`src/rtl/concat_pack_pkg.sv`:
```
// Shared types and helpers for the concat_packer chunk-to-word packer.
// CONCAT_PACK_REPL_EN enables replication fill in the top module.
package concat_pack_pkg;

  typedef enum logic {
    FILL = 1'b0,
    HOLD = 1'b1
  } pack_state_e;

  // Counter must be able to hold NCHUNK itself, not just NCHUNK-1.
  function automatic int unsigned cnt_width(input int unsigned nchunk);
    return $clog2(nchunk + 1);
  endfunction

endpackage

```
`src/rtl/concat_chunk_insert.sv`:
```
// Writes one chunk into slot i_idx of a left-justified word, or into
// every slot from i_idx onward when i_repl is set.
module concat_chunk_insert
  import concat_pack_pkg::*;
#(
  parameter int unsigned IN_W   = 4,
  parameter int unsigned NCHUNK = 4,
  parameter int unsigned IDX_W  = 3,
  localparam int unsigned OUT_W = IN_W * NCHUNK
) (
  input  logic [OUT_W-1:0] i_word,
  input  logic [IDX_W-1:0] i_idx,
  input  logic [IN_W-1:0]  i_chunk,
  input  logic             i_repl,
  output logic [OUT_W-1:0] o_word
);

  always_comb begin
    o_word = i_word;
    for (int k = 0; k < NCHUNK; k++) begin
      if ((IDX_W'(k) == i_idx) || (i_repl && (IDX_W'(k) > i_idx))) begin
        o_word[OUT_W-1-k*IN_W -: IN_W] = i_chunk;
      end
    end
  end

endmodule

```
`src/rtl/concat_packer.sv`:
```
// Packs NCHUNK IN_W-bit chunks MSB-first into one word over valid/ready.
// Define CONCAT_PACK_REPL_EN to add the repl port and replication fill.
module concat_packer
  import concat_pack_pkg::*;
#(
  parameter int unsigned IN_W   = 4,
  parameter int unsigned NCHUNK = 4,
  localparam int unsigned OUT_W = IN_W * NCHUNK,
  localparam int unsigned CNT_W = cnt_width(NCHUNK)
) (
  input  logic             clk,
  input  logic             rst_n,
  input  logic             in_valid,
  output logic             in_ready,
  input  logic [IN_W-1:0]  in_data,
  input  logic             in_last,
`ifdef CONCAT_PACK_REPL_EN
  input  logic             repl,
`endif
  output logic             out_valid,
  input  logic             out_ready,
  output logic [OUT_W-1:0] out_data,
  output logic [CNT_W-1:0] out_count
);

  pack_state_e      r_state;
  pack_state_e      w_state_nxt;
  logic [OUT_W-1:0] r_data;
  logic [OUT_W-1:0] w_data_nxt;
  logic [CNT_W-1:0] r_count;
  logic [CNT_W-1:0] w_count_nxt;

  logic             w_accept;
  logic             w_repl;
  logic [OUT_W-1:0] w_base_word;
  logic [CNT_W-1:0] w_base_cnt;
  logic [CNT_W-1:0] w_inc;
  logic [OUT_W-1:0] w_ins_word;

`ifdef CONCAT_PACK_REPL_EN
  assign w_repl = repl;
`else
  assign w_repl = 1'b0;
`endif

  assign in_ready  = (r_state == FILL) || out_ready;
  assign w_accept  = in_valid && in_ready;
  assign out_valid = (r_state == HOLD);
  assign out_data  = r_data;
  assign out_count = r_count;

  // A chunk accepted during hand-off starts a fresh word, so build on zero.
  assign w_base_word = (r_state == HOLD) ? '0 : r_data;
  assign w_base_cnt  = (r_state == HOLD) ? '0 : r_count;

  concat_chunk_insert #(
    .IN_W   (IN_W),
    .NCHUNK (NCHUNK),
    .IDX_W  (CNT_W)
  ) u_insert (
    .i_word  (w_base_word),
    .i_idx   (w_base_cnt),
    .i_chunk (in_data),
    .i_repl  (w_repl),
    .o_word  (w_ins_word)
  );

  always_comb begin
    w_state_nxt = r_state;
    w_data_nxt  = r_data;
    w_count_nxt = r_count;
    w_inc       = w_base_cnt + CNT_W'(1);
    if (w_accept) begin
      w_data_nxt  = w_ins_word;
      w_count_nxt = w_repl ? CNT_W'(NCHUNK) : w_inc;
      w_state_nxt = (w_repl || in_last || (w_inc == CNT_W'(NCHUNK))) ? HOLD : FILL;
    end else if ((r_state == HOLD) && out_ready) begin
      w_data_nxt  = '0;
      w_count_nxt = '0;
      w_state_nxt = FILL;
    end
  end

  always_ff @(posedge clk or negedge rst_n) begin
    if (!rst_n) begin
      r_state <= FILL;
      r_data  <= '0;
      r_count <= '0;
    end else begin
      r_state <= w_state_nxt;
      r_data  <= w_data_nxt;
      r_count <= w_count_nxt;
    end
  end

endmodule

```
`config.mk`:
```
export PLATFORM = sky130hd
export DESIGN_NAME = concat_packer
export DESIGN_NICKNAME = d
export VERILOG_FILES = /design/src/rtl/concat_pack_pkg.sv /design/src/rtl/concat_chunk_insert.sv /design/src/rtl/concat_packer.sv
export SDC_FILE = /design/constraint.sdc
export NUM_CORES = 1
export LEC_CHECK = 0
export BUFFER_PORTS_ARGS = -buffer_cell sky130_fd_sc_hd__buf_2
export CAP_MARGIN = 20
export CELL_PAD_IN_SITES_DETAIL_PLACEMENT = 1
export CELL_PAD_IN_SITES_GLOBAL_PLACEMENT = 1
export CORE_UTILIZATION = 43
export CTS_BUF_LIST = sky130_fd_sc_hd__clkbuf_4 sky130_fd_sc_hd__clkbuf_8
export DETAILED_ROUTE_END_ITERATION = 10
export PLACE_DENSITY = 0.88
export REMOVE_ABC_BUFFERS = 1
export SYNTH_ARGS = -nofsm -noshare
export SYNTH_HDL_FRONTEND = slang
export SYNTH_SLANG_ARGS = --single-unit
```
`constraint.sdc`:
```
create_clock -name clk -period 4.11 [get_ports clk]
set_input_delay 0.2055 -clock clk [delete_from_list [all_inputs] [get_ports clk]]
set_output_delay 0.2055 -clock clk [all_outputs]
set_load 0.005 [all_outputs]
```
# After elaboration in Yosys (flattened, before gate mapping)
# Index checks and enable logic that the tools add are counted.
[classes] add_sub_neg=1 n_eq_ne=8 n_mux=13 bitwise_logic=1 reduce_logical=10
[op_table] op="two-way mux 16 bit" n=3
[op_table] op="two-way mux 4 bit" n=4
[op_table] op="inequality test 3 x 2 -> 1 bit, second input constant" n=4
[op_table] op="two-way mux 3 bit" n=3
[op_table] op="AND reduction 2 bit" n=4
[op_table] op="equality test 2 x 3 -> 1 bit, first input constant" n=2
[op_table] op="adder 3 x 1 -> 3 bit, second input constant" n=1
[op_table] op="equality test 1 x 3 -> 1 bit, first input constant" n=1
[op_table] op="equality test 3 bit, second input constant" n=1
[op_table] op="zero test 3 bit" n=1
[op_table] op="two-way mux 1 bit" n=3
[op_table] op="logical AND 1 bit" n=2
[op_table] op="logical OR 1 bit" n=2
[op_table] op="nonzero test 2 bit" n=1
[op_table] op="inverter 1 bit" n=1
[totals] ff_bits=20 out_inout_bits=21 word_cells=39

# Depth between registers and ports, before layout
[logic_depth] word_depth=6 ltp_mapped=6 depth_no_buf=6

# Modules after synthesis
# Synthesis repeated with hierarchy kept, for this count alone.
[hier_totals] hier_cells=100 area_unflattened_um2=1137.3
[modules_own_cells] module="concat_packer" n_inst=1 cells_per_inst=76 area_per_inst_um2=900.9 seq_area_each_um2=500.5
[modules_own_cells] module="concat_chunk_insert" n_inst=1 cells_per_inst=24 area_per_inst_um2=236.5 seq_area_each_um2=0.0

# Least setup slack after synthesis
# Ideal clock, no wire load.
[synth_timing] path_type="register -> register" from="register r_state, in the netlist out_valid" to="register r_data[0], in the netlist out_data[0]" setup_ns=0.135 t_arrival_ns=1.319 t_required_ns=3.975 slack_ns=2.656 stages_incl_launch_ff=7 synth_period_minus_slack_ns=1.454 cell_sequence="dfrtp_1 buf_2 nand2b_1 ha_1 nand2_1 mux2i_1 o21ai_0"
[synth_via] elab_chain_len=5 elab_cells_between_ends=11 cone_classes="2 x eq/ne; 3 x mux; 1 x bitwise; 5 x reduce/logical"
[synth_rtl] element="from (decl)" line_no="concat_packer.sv:26" text="pack_state_e r_state;"
[synth_rtl] element="from (signal assigned)" line_no="concat_packer.sv:90" text="r_state <= w_state_nxt;"
[synth_rtl] element="branches (longest 5 deep; another with two-way mux 3 bit)"
[synth_rtl] element="to (signal assigned)" line_no="concat_packer.sv:91" text="r_data <= w_data_nxt;"
[synth_rtl] element="to (decl)" line_no="concat_packer.sv:28" text="logic [OUT_W-1:0] r_data;"
# Several ways; the timed one is not identified.
# A chain may end at the register's enable or synchronous reset.

# Final worst setup path
[layout_timing] from="register r_state, in the netlist out_valid" to="output in_ready"
[layout_via] elab_chain_len=2
[layout_rtl] element="inverter 1 bit" line_no="concat_packer.sv:46" text="assign in_ready = (r_state == FILL) || out_ready;"
[layout_rtl] element="logical OR 1 bit" line_no="concat_packer.sv:46"
[layout_rtl] element="to (decl)" line_no="concat_packer.sv:14" text="output logic in_ready,"
# Every way passes these cells.

==> impl_metrics.ini <==
[place]
port_buffers = 29
gp_congestion = 0.7410

[sta]
whs_ns = 0.1566
setup_violations = 0
hold_viol = 0
fmax_ghz = 0.4482
setup_tns_ns = 0
grt_setup_unrepaired = false
finalClockSkew_ns = 0.001653
period_share_pct = 54.29
tightest_slew_ns = 0.7579
fin_crit_ns = 2.231
relSlewSlack_pct = 49.37
slew_viol_final = 0

[worst_setup_path]
cp-end-kind = output pin
worstPathMaxFanout = 21
arrival_ns = 2.03
required_ns = 3.90
start_kind = register
crit_type = register to output pin

[pwr]
switchingPower_uw = 242.5
power_density_nw_per_um2 = 565.7
power.total_uw = 675.9
vdd_ir_drop_max_uv = 296.5
seq_power_share_pct = 49.0
netSwitchingFraction_pct = 35.88
p_int_uw = 433.4
clock_power_share_pct = 17.1
power.leakage_nw = 0.6122
power_frac_comb_pct = 33.8

[yosys]
ys_types = 26
ys_seq_area_share_pct = 50.57
synth.cell_area_um2 = 989.7
ys_seq_elements = 20
synth_cells = 93
avgSynthCellArea_um2 = 10.64
yosysWarnings = 0

[status]
status = finished, final reports clean

[run]
cap_violations = 0

[floorplanning]
ioPinCount = 30
die_w_um = 49.98
die_area_um2 = 2498
start_util_pct = 45.17
fp.coreArea_um2 = 2191
die_h_um = 49.98
rows = 17

[clocking]
cts_buffer_depth = 2
ctsHtreeMaxLevel = 1
cts_buffers = 3
path_clk_slew_ns = 0.12
cts.sinks = 20
cts_root_buf = clkbuf_4
worst_skew_pair.late_latency_ns = 0.29
tritoncts = built

[detailed_routing]
drc = 0
drt_pass1_iterations = 4
via_per_inst = 5.636
via_count = 851
wire_per_inst_um = 16.58
antenna_left = 0
finalWirelength_um = 2503
drt_iter0_drc = 17

[finish]
n_antenna_cell = 0
drive_above_1_share_pct = 28.46
nFillCells = 261
area_delta_synth_final_pct = 20.73
final_nets = 134

[grt]
antenna_found_initial = 0
grt_overflow = 0
grt_pass1_vias = 822
grt_pass1_wl_um = 4119
grt_max_degree = 22
grt_util_all_layers_pct = 22.10

[min_path]
min_path_type = input port to register
synth_stat cells (all sizes together):
| library cell | number | area [um2] |
|---|---|---|
| dfrtp | 20 | 500.5 |
| mux2i | 13 | 130.1 |
| nand2 | 13 | 48.80 |
| o21ai | 9 | 45.04 |
| inv | 6 | 22.52 |
| a22oi | 5 | 37.54 |
| a32o | 4 | 40.04 |
| buf | 4 | 22.52 |
| nor2 | 3 | 11.26 |
| nor2b | 2 | 12.51 |
| nor4 | 2 | 27.53 |
| a211oi | 1 | 7.510 |
| a21boi | 1 | 7.510 |
| a21o | 1 | 7.510 |
| a21oi | 1 | 5.000 |
| a221o | 1 | 10.01 |
| and3 | 1 | 6.260 |
| clkbuf | 1 | 3.750 |
| ha | 1 | 12.51 |
| nand2b | 1 | 6.260 |
| nor4bb | 1 | 10.01 |
| o22ai | 1 | 6.260 |
| xor2 | 1 | 8.760 |
per-layer routing:
layer  GRT usage [%]  vias up  part of all wire [%]
met3           2.778        4                   2.9
li1                -      392                     -
met4           5.714        0                   1.1
met1           29.77      437                    45
met2           37.16       18                    51
met5               0        -                     0
cell type report:
cell class              instances  area (um2)  share of cell area, %
flip-flops and latches         20       500.5                  41.88
multi-input cells              62       440.4                  36.86
repair buffers                 31       160.2                  13.40
clock buffers                   4       36.28                  3.037
well taps                      28       35.03                  2.932
inverters                       6       22.52                  1.885
layout by cell type (no fill, tap or decap), types with 2 or more instances in the layout:
master	Yosys	layout
buf_2	3	29
a32o_1	4	4
dfrtp_1	20	20
nand2_1	13	13
a22oi_1	5	5
mux2i_1	13	13
o21ai_0	5	5
clkbuf_4	0	3
nor2_1	3	3
nor2b_1	2	2
inv_1	6	6
o21ai_1	4	4
registers in the layout, summed over array words and instances, names as in the netlist:
name       cells
out_data      16
out_count      3
out_valid      1
worst max-delay path: stages (launching register included):
cell and delay, ns:
dfrtp_1 0.80, nor2b_1 0.70, inv_1 0.08, buf_2 0.15
power groups by stage:
stage                     Combinational [mW]  Clock (mW)  Sequential, mW
after floorplan                        0.115           0           0.332
after global placement                 0.217           0           0.329
after detailed placement               0.229           0           0.335
after CTS                              0.230       0.118           0.332
after global routing                   0.255       0.123           0.343
final                                  0.229       0.116           0.332
worst paths after layout:
check                      slack [ns]  depth (start not counted)                startpoint                  endpoint
setup / recovery                 1.88                          3     out_valid$_DFFE_PN0P_                  in_ready
hold / removal                   0.16                          2                   in_last     out_valid$_DFFE_PN0P_
setup reg to reg                 2.19                          3     out_valid$_DFFE_PN0P_  out_count[2]$_DFFE_PN0P_
hold reg to reg                  0.50                          1  out_data[12]$_DFFE_PN0P_  out_data[12]$_DFFE_PN0P_
max in group asynchronous        3.41                          2                     rst_n  out_data[14]$_DFFE_PN0P_
min in group asynchronous        0.38                          2                     rst_n   out_data[1]$_DFFE_PN0P_
cell families (layout without fill, tap and decap cells):
kind of cell | count (synthesis) | in the layout | synth area share [%]
muxes | 13 | 13 | 13.15
and+or+nand+nor | 23 | 23 | 12.39
buffers and inverters | 11 | 41 | 4.930
xor gates and xnor gates | 1 | 1 | 0.8851
DFF | 20 | 20 | 50.57
AOI/OAI and AO/OA | 24 | 24 | 16.82
adders and majority gates | 1 | 1 | 1.264
through the flow:
| stage | util, % | cell area [um2] | std cells | setup WS, ns |
|---|---|---|---|---|
| floorplan | - | 963.4 | 88 | 2.485 |
| finish | 54.54 | 1195 | 151 | 1.879 |
| global placement | 52.20 | 1144 | 145 | 2.207 |
| detailed placement | 52.20 | 1144 | 145 | 2.023 |
| global route | 54.54 | 1195 | 151 | 1.713 |
| CTS | 54.31 | 1190 | 150 | 1.879 |
repair_timing:
action,CTS,global route
hold buffers,1,0
resized for setup,0,0
endpoints found under the hold margin,20,0
setup buffers,0,0
setup endpoints to repair,0,0
(Power assumes the default switching activity.)
